**src/rtl/water_ram_ctrl.sv**
```systemverilog
// Write-port controller for the water bitmap RAM: a full-frame level-fill sweep
// shared with fixed-priority single-pixel writes. All outputs are registered.
module water_ram_ctrl #(
    parameter int ADDR_WIDTH = 10,
    parameter int DATA_WIDTH = 2,
    parameter int COL_BITS   = 5
) (
    input  logic                             clk,
    input  logic                             rst_n,
    input  logic                             fill_start,
    input  logic [ADDR_WIDTH-COL_BITS:0]     fill_level,
    input  logic [DATA_WIDTH-1:0]            water_color,
    input  logic [DATA_WIDTH-1:0]            bg_color,
    input  logic                             pw_req,
    input  logic [ADDR_WIDTH-1:0]            pw_addr,
    input  logic [DATA_WIDTH-1:0]            pw_data,
    output logic                             pw_gnt,
    output logic                             we,
    output logic [ADDR_WIDTH-1:0]            addr_w,
    output logic [DATA_WIDTH-1:0]            din,
    output logic                             busy,
    output logic                             fill_done
);
    localparam int RB = ADDR_WIDTH - COL_BITS;
    localparam int LW = RB + 1;
    localparam logic [LW-1:0] ROWS = LW'(2 ** RB);

    typedef enum logic [1:0] {IDLE, SWEEP, DONE} state_e;

    state_e                  state_q, state_d;
    // Extra top bit flags that the last address has been written.
    logic [ADDR_WIDTH:0]     ptr_q, ptr_d;
    logic [LW-1:0]           level_q, level_d;
    logic [DATA_WIDTH-1:0]   wcol_q, wcol_d, bcol_q, bcol_d;
    logic                    gnt_q, gnt_d, we_q, we_d, busy_q, busy_d, done_q, done_d;
    logic [ADDR_WIDTH-1:0]   addr_q, addr_d;
    logic [DATA_WIDTH-1:0]   din_q, din_d;
    logic                    is_water;

    assign is_water = {1'b0, ptr_q[ADDR_WIDTH-1:COL_BITS]} >= (ROWS - level_q);

    always_comb begin
        state_d = state_q;
        ptr_d   = ptr_q;
        level_d = level_q;
        wcol_d  = wcol_q;
        bcol_d  = bcol_q;
        addr_d  = addr_q;
        din_d   = din_q;
        done_d  = 1'b0;
        gnt_d   = pw_req && !gnt_q;
        we_d    = gnt_d;
        if (gnt_d) begin
            addr_d = pw_addr;
            din_d  = pw_data;
        end
        case (state_q)
            IDLE: begin
                if (fill_start) begin
                    level_d = (fill_level > ROWS) ? ROWS : fill_level;
                    wcol_d  = water_color;
                    bcol_d  = bg_color;
                    ptr_d   = '0;
                    state_d = SWEEP;
                end
            end
            SWEEP: begin
                if (ptr_q[ADDR_WIDTH]) begin
                    state_d = DONE;
                    done_d  = 1'b1;
                end else if (!gnt_d) begin
                    // A grant cycle stalls the sweep rather than skipping an address.
                    we_d   = 1'b1;
                    addr_d = ptr_q[ADDR_WIDTH-1:0];
                    din_d  = is_water ? wcol_q : bcol_q;
                    ptr_d  = ptr_q + 1'b1;
                end
            end
            DONE:    state_d = IDLE;
            default: state_d = IDLE;
        endcase
        busy_d = (state_d == SWEEP);
    end

    always_ff @(posedge clk or negedge rst_n) begin
        if (!rst_n) begin
            state_q <= IDLE;
            ptr_q   <= '0;
            level_q <= '0;
            wcol_q  <= '0;
            bcol_q  <= '0;
            gnt_q   <= 1'b0;
            we_q    <= 1'b0;
            addr_q  <= '0;
            din_q   <= '0;
            busy_q  <= 1'b0;
            done_q  <= 1'b0;
        end else begin
            state_q <= state_d;
            ptr_q   <= ptr_d;
            level_q <= level_d;
            wcol_q  <= wcol_d;
            bcol_q  <= bcol_d;
            gnt_q   <= gnt_d;
            we_q    <= we_d;
            addr_q  <= addr_d;
            din_q   <= din_d;
            busy_q  <= busy_d;
            done_q  <= done_d;
        end
    end

    assign pw_gnt    = gnt_q;
    assign we        = we_q;
    assign addr_w    = addr_q;
    assign din       = din_q;
    assign busy      = busy_q;
    assign fill_done = done_q;
endmodule

```
**config.mk**
```make
export PLATFORM = sky130hd
export DESIGN_NAME = water_ram_ctrl
export DESIGN_NICKNAME = d
export VERILOG_FILES = /design/src/rtl/water_ram_ctrl.sv
export SDC_FILE = /design/constraint.sdc
export NUM_CORES = 1
export LEC_CHECK = 0
export CAP_MARGIN = 20
export CORE_ASPECT_RATIO = 1.2
export CORE_UTILIZATION = 40
export CTS_BUF_LIST = sky130_fd_sc_hd__clkbuf_4 sky130_fd_sc_hd__clkbuf_8
export CTS_CLUSTER_DIAMETER = 80
export DETAILED_ROUTE_END_ITERATION = 8
export PLACE_DENSITY_LB_ADDON = 0.2
export SETUP_SLACK_MARGIN = 0.2
export SLEW_MARGIN = 20
export SYNTH_ARGS = -nofsm -noshare
export SYNTH_HDL_FRONTEND = slang
export SYNTH_SLANG_ARGS = --single-unit
```
**constraint.sdc**
```tcl
create_clock -name clk -period 5.5 [get_ports clk]
set_clock_uncertainty 0.05 [all_clocks]
set_input_delay 0.825 -clock clk [delete_from_list [all_inputs] [get_ports clk]]
set_output_delay 0.825 -clock clk [all_outputs]
set_load 0.01 [all_outputs]
```
; ---- After elaboration in Yosys (flattened, before gate mapping)
; Index checks and enable logic that the tools add are counted.
[totals]
reg_bits = 39
input_bits = 26
output_inout_bits = 16
elab_cells = 49
[classes]
add_sub_neg = 2
n_lt_le_gt_ge = 2
n_eq_ne = 5
muxes = 21
reduce_logical = 7
[ops]
columns = operator, n
row1 = $mux 10, 4
row2 = $mux 11, 3
row3 = $pmux 11 s2, 1
row4 = $mux 2, 7
row5 = $add 11x1->11 const B, 1
row6 = $ge 5x6->1, 1
row7 = $gt 6x6->1 const B, 1
row8 = $mux 6, 1
row9 = $ne 2x2->1 const B, 3
row10 = $sub 6x6->6 const A, 1
row11 = $eq 2x1->1 const B, 2
row12 = $mux 1, 4
row13 = $pmux 2 s2, 1
row14 = $reduce_and 2->1, 2
row15 = $reduce_and 4->1, 1
row16 = $logic_not 2->1, 1
row17 = $reduce_bool 2->1, 1
row18 = $logic_and 1x1->1, 1
row19 = $logic_not 1->1, 1

; ---- Depth between registers and ports, before layout
[depth]
ltp_word = 6
ltp_mapped = 10
mapped_depth_nobuf = 10

; ---- Worst setup path before layout
; Ideal clock, no wire load.
[synth_timing]
path_type = input to register
startpoint = input pw_req
endpoint = register ptr_q[7]
arrival_ns = 1.752
required_time_ns = 5.318
slack_ns = 3.567
stages = 9
cell_sequence = nand2b_1 -> buf_6 -> inv_2 -> nor3b_2 -> o21bai_1 -> buf_6 -> nor3_4 -> xnor2_1 -> nor2_1
[synth_via]
elab_chain_len = 3
[synth_lines]
columns = item, line_no
row1 = start: declaration, 14  ; input logic pw_req,
row2 = $logic_and 1x1->1, 51  ; gnt_d = pw_req && !gnt_q;
row3 = via gnt_d, 35  ; logic gnt_q, gnt_d, we_q, we_d, busy_q, busy_d, done_q, done_d;
row4 = $ne 2x2->1 (no line), n/a
row5 = $reduce_and 4->1 (no line), n/a
row6 = end signal: assignment, 100  ; ptr_q <= ptr_d;
row7 = end: declaration, 32  ; logic [ADDR_WIDTH:0] ptr_q, ptr_d;
; The timed path passes the listed nets, and every way through them passes these cells.
; A chain may end at the register's enable or synchronous reset.

; ---- Worst setup path in the final report
[layout_timing]
startpoint = input pw_req
endpoint = register ptr_q[2]
; The elaborated chain is that of the path after synthesis.

==> results <==
- The die boundary height is 78.2 um.
- Counting every net in the synthesized netlist gives 242.
- The H-tree was split into 2 levels.
- The critical path capture point type is a register.
- The chip width is 65.5 um.
- The dominant cell type by count on the critical path is sky130_fd_sc_hd__nor2_1.
- VDD sags by at most 118 uV.
- The biggest fanout along the worst timing path is 27.
- Combinational logic burns 23.0% of the power.
- The area of the die is 5120 um^2.
- At the pin with the least slew margin, the transition time is 1.07 ns.
- The number of vias per cell is 4.89.
- Summed over all instances, the cell type with the most area after synthesis is sky130_fd_sc_hd__dfrtp_1.
- For met2 alone, demand over resource in global routing was 25.3%.
- The end of the worst register-to-register path is ptr_q[2].
- The total of flip-flops plus latches after synthesis is 39.
- 0 antenna diodes ended up in the layout.
- The total overflow reported by the global router is 0.
- The number of hold buffers added after CTS is 0.
- After global routing, the most crowded layer is met2.
- Setup repair after global routing left no endpoint under its margin.
- In the synthesized netlist the async set-or-reset flop fraction comes to 100%.
- During synthesis, Yosys emitted a total of 0 warnings.
- The maximum number of pins on one net before global-route repair is 40.
- The net switching power is 210 uW.
- The startpoint of the tightest hold check path is bcol_q[1].
- In this run the remaining antenna-violating nets after routing total 0.
- The worst register-to-register path begins at pw_gnt.
- Yosys attributes the largest share of cell area to sky130_fd_sc_hd__dfrtp_1, sky130_fd_sc_hd__nand2_1, sky130_fd_sc_hd__ha_1.
- The number of detailed-route iterations in the first pass is 4.
- The post-synthesis cell area is 1930 um^2.
- Among all flip-flop cells after synthesis, the most frequent one is sky130_fd_sc_hd__dfrtp_1.
- Global routing used 16.2% of the available tracks.
- Clock-pin slew was measured on the worst setup and hold paths at 0.08 ns.
- Counting every sink on the clock net gives 39.
- Counting cells, the worst reg-to-reg path comes to 7.
- Once layout is complete, the cells apart from fillers number 307.
- The power density normalized to cell area is 295 nW/um^2.
- The via count of the first global-routing pass is 1341.
- The area of the core is 4630 um^2.
- The clock power share is 27.1%.
- Timing would allow up to 0.320 GHz.
- The synthesized design devotes to its leading area cell type 50.5% of total area.
- The type of the worst min-delay path is register to register.
- The number of max-slew violations in the final report came to 0.
- The cell count after placement is 299.
- The library cell used most frequently in the layout, excluding fill and tap cells, is sky130_fd_sc_hd__nand2_1.
- At the worst endpoint, the arrival time is 3.24 ns.
- The total power is 724 uW.
- After legalization and detailed placement, the total HPWL measured 2640 um.
- After layout, the minimum clock period comes to 3.13 ns.
- Setup violations remaining at the end of the flow were counted as 0.
- The number of cells on the worst hold path is 2.
- The flow ran to the end, and the final reports show no timing, DRC or antenna violations.
- The minimum setup slack among reg-to-reg paths is 2.91 ns.
- The first-pass GRT wire length is 6250 um.
- The analysis attributes to cell leakage a power of 1.10 nW.
- For this configuration, the core starts out at a cell density of 41.8%.
- The number of nets in the finished design is 281.
- The number of port buffers is 41.
- The total CTS buffers is 5.
- The slowest library cell on the worst path is sky130_fd_sc_hd__o21bai_1.
- The root buffer cell chosen for the clock tree is sky130_fd_sc_hd__clkbuf_8.
- Yosys mapped the design onto 34 distinct sky130hd cell types.
- TritonCTS built the clock tree.
- The class of the most critical setup path is input pin to register.
- Max-cap violations in this run came to 0.
- The number of vias after detailed routing is 1500.
- The number of buffers on the longest clock path is 2.
- The met3 usage in global routing is 3.92%.
- For this block, the initial DRC count from the detailed router was 56.
- The number of antenna violations at the first check in global routing was 0.
- The kind of start point of the critical path is an input pin.
- Dividing the final minimum period by the clock period gives 56.9%.
- The weighted congestion reported at the end of routability-driven placement is 0.768.
- At the worst endpoint, the required time is 5.61 ns.
- The critical path contains buffers and inverters numbering 2 combined.
- Row generation in the floorplan step produced 27 rows.
- Wires add up to 3660 um.
- Measured against its own limit, the worst slew margin works out to 28.6%.
- In the layout the commonest cells are sky130_fd_sc_hd__nand2_1, sky130_fd_sc_hd__clkdlybuf4s50_1, sky130_fd_sc_hd__dfrtp_1.
- The number of flops mapped to enable cells by yosys is 0.
- For the worst-skew pair, the clock arrives at the later sink with an insertion delay of 0.29 ns.
- For this run, the share of the core covered by cells in the final layout is 52.9%.
- The category of cells accounting for the largest share of critical-path delay is compound AO/OA/AOI/OAI gates.
- The mean routed wirelength per cell is 11.9 um.
- The largest single stage delay on the critical path is 0.83 ns.
- The critical path goes through clkdlybuf4s50_1, nand2b_1, inv_2, nor3b_2, o21bai_1, nor2_1, xnor2_1, nor2_1.
- Dividing the synthesized area by the synthesized cell count gives 9.25 um^2.
- Setup slack closes at 2.37 ns.
- The number of gates resized after CTS was 0.
- The I/O pin count is 42.
- The internal power contribution is 514 uW.
- The met1 demand-to-capacity share in global routing is 20.7%.
- Compared with the post-synthesis result, the final layout area differs by 26.7%.
- For this run, design rule violations remaining after detail routing come to 0.
- Buffers added to address setup during post-CTS repair amount to 0.
- Sequential cells were found to cover 50.5% of the synthesized design area.
- The terminating pin of the worst hold path is bcol_q[1].
- The layout cell share with drive strength beyond 1 is 6.43%.
- After technology mapping, the gate count stands at 209.
- The total negative setup slack is 0 ns.
- Sequential cells burn 50.0% of the power.
- The setup slack after placement is 2.02 ns.
- Net switching is 29.0% of the power.
- The number of endpoints with negative hold slack in the final report is 0.
## state kept, by name, summed over array words and instances (netlist names), 2 cells and up
| register | count |
|---|---|
| state_q | 2 |
| addr_w | 10 |
| wcol_q | 2 |
| bcol_q | 2 |
| ptr_q | 11 |
| din | 2 |
| level_q | 6 |
## kinds of logic after synthesis
group | after synthesis | synth area share [%]
fa+ha+maj | 7 | 4.53
xor+xnor | 9 | 4.08
simple gates | 106 | 26.5
flops | 39 | 50.5
compound gates | 30 | 9.39
buf+inv | 16 | 3.95
mux | 2 | 1.04
## power by group through the flow
stage / Combinational [mW] / Clock [mW] / Sequential (mW)
CTS: 0.169 / 0.202 / 0.362
floorplan: 0.0883 / 0 / 0.369
finish: 0.166 / 0.196 / 0.362
global route: 0.189 / 0.217 / 0.368
detailed placement: 0.168 / 0 / 0.368
global placement: 0.165 / 0 / 0.368
## through the flow
step	instance area (um^2)	hold slack, ns
detailed placement	2360	0.414
CTS	2450	0.432
floorplan	1930	0.395
global placement	2360	0.410
global route	2450	0.449
finish	2450	0.428
## how the worst max path moves through the flow
| stage | start | to | slack (ns) | cells after the start |
|---|---|---|---|---|
| after global routing | pw_req | ptr_q[2] | 2.11 | 8 |
| after floorplan | pw_req | ptr_q[7] | 3.57 | 9 |
| after global placement | pw_req | ptr_q[2] | 2.09 | 8 |
| after detailed placement | pw_req | ptr_q[2] | 2.02 | 8 |
| final | pw_req | ptr_q[2] | 2.37 | 8 |
| after CTS | pw_req | ptr_q[2] | 2.33 | 8 |
## layer usage
layer	wire, um	vias to the layer above
met4	72	0
li1	-	772
met2	1750	37
met5	0	-
met1	1720	684
met3	121	7
## Yosys cell counts (all sizes together) (2+ instances only)
cell type / instances
o22ai: 2
a31oi: 10
nor2b: 3
nor2: 23
and2: 3
mux2i: 2
buf: 3
xor2: 2
nand2: 53
xnor2: 7
nand2b: 3
ha: 7
nor3b: 2
nor3: 5
nand3b: 5
o21ai: 8
inv: 7
clkbuf: 6
a21oi: 5
nand3: 5
dfrtp: 39
## worst reg2reg max path, stage by stage, from the launching register on
cell and delay (ns):
sky130_fd_sc_hd__dfrtp_1 0.38, sky130_fd_sc_hd__nand2b_1 0.56, sky130_fd_sc_hd__inv_2 0.25, sky130_fd_sc_hd__nor3b_2 0.06, sky130_fd_sc_hd__o21bai_1 0.83, sky130_fd_sc_hd__nor2_1 0.12, sky130_fd_sc_hd__xnor2_1 0.17, sky130_fd_sc_hd__nor2_1 0.05
## final cells by class
class	count	area [um^2]
Sequential cell	39	976
Clock buffer	7	83.8
Inverter	7	26.3
Timing Repair Buffer	41	405
Multi-Input combinational cell	154	881
Tap cell	58	72.6
Fill cell	457	2180
Clock inverter	1	5.00
Note: power is estimated with default switching activity, not from simulation.
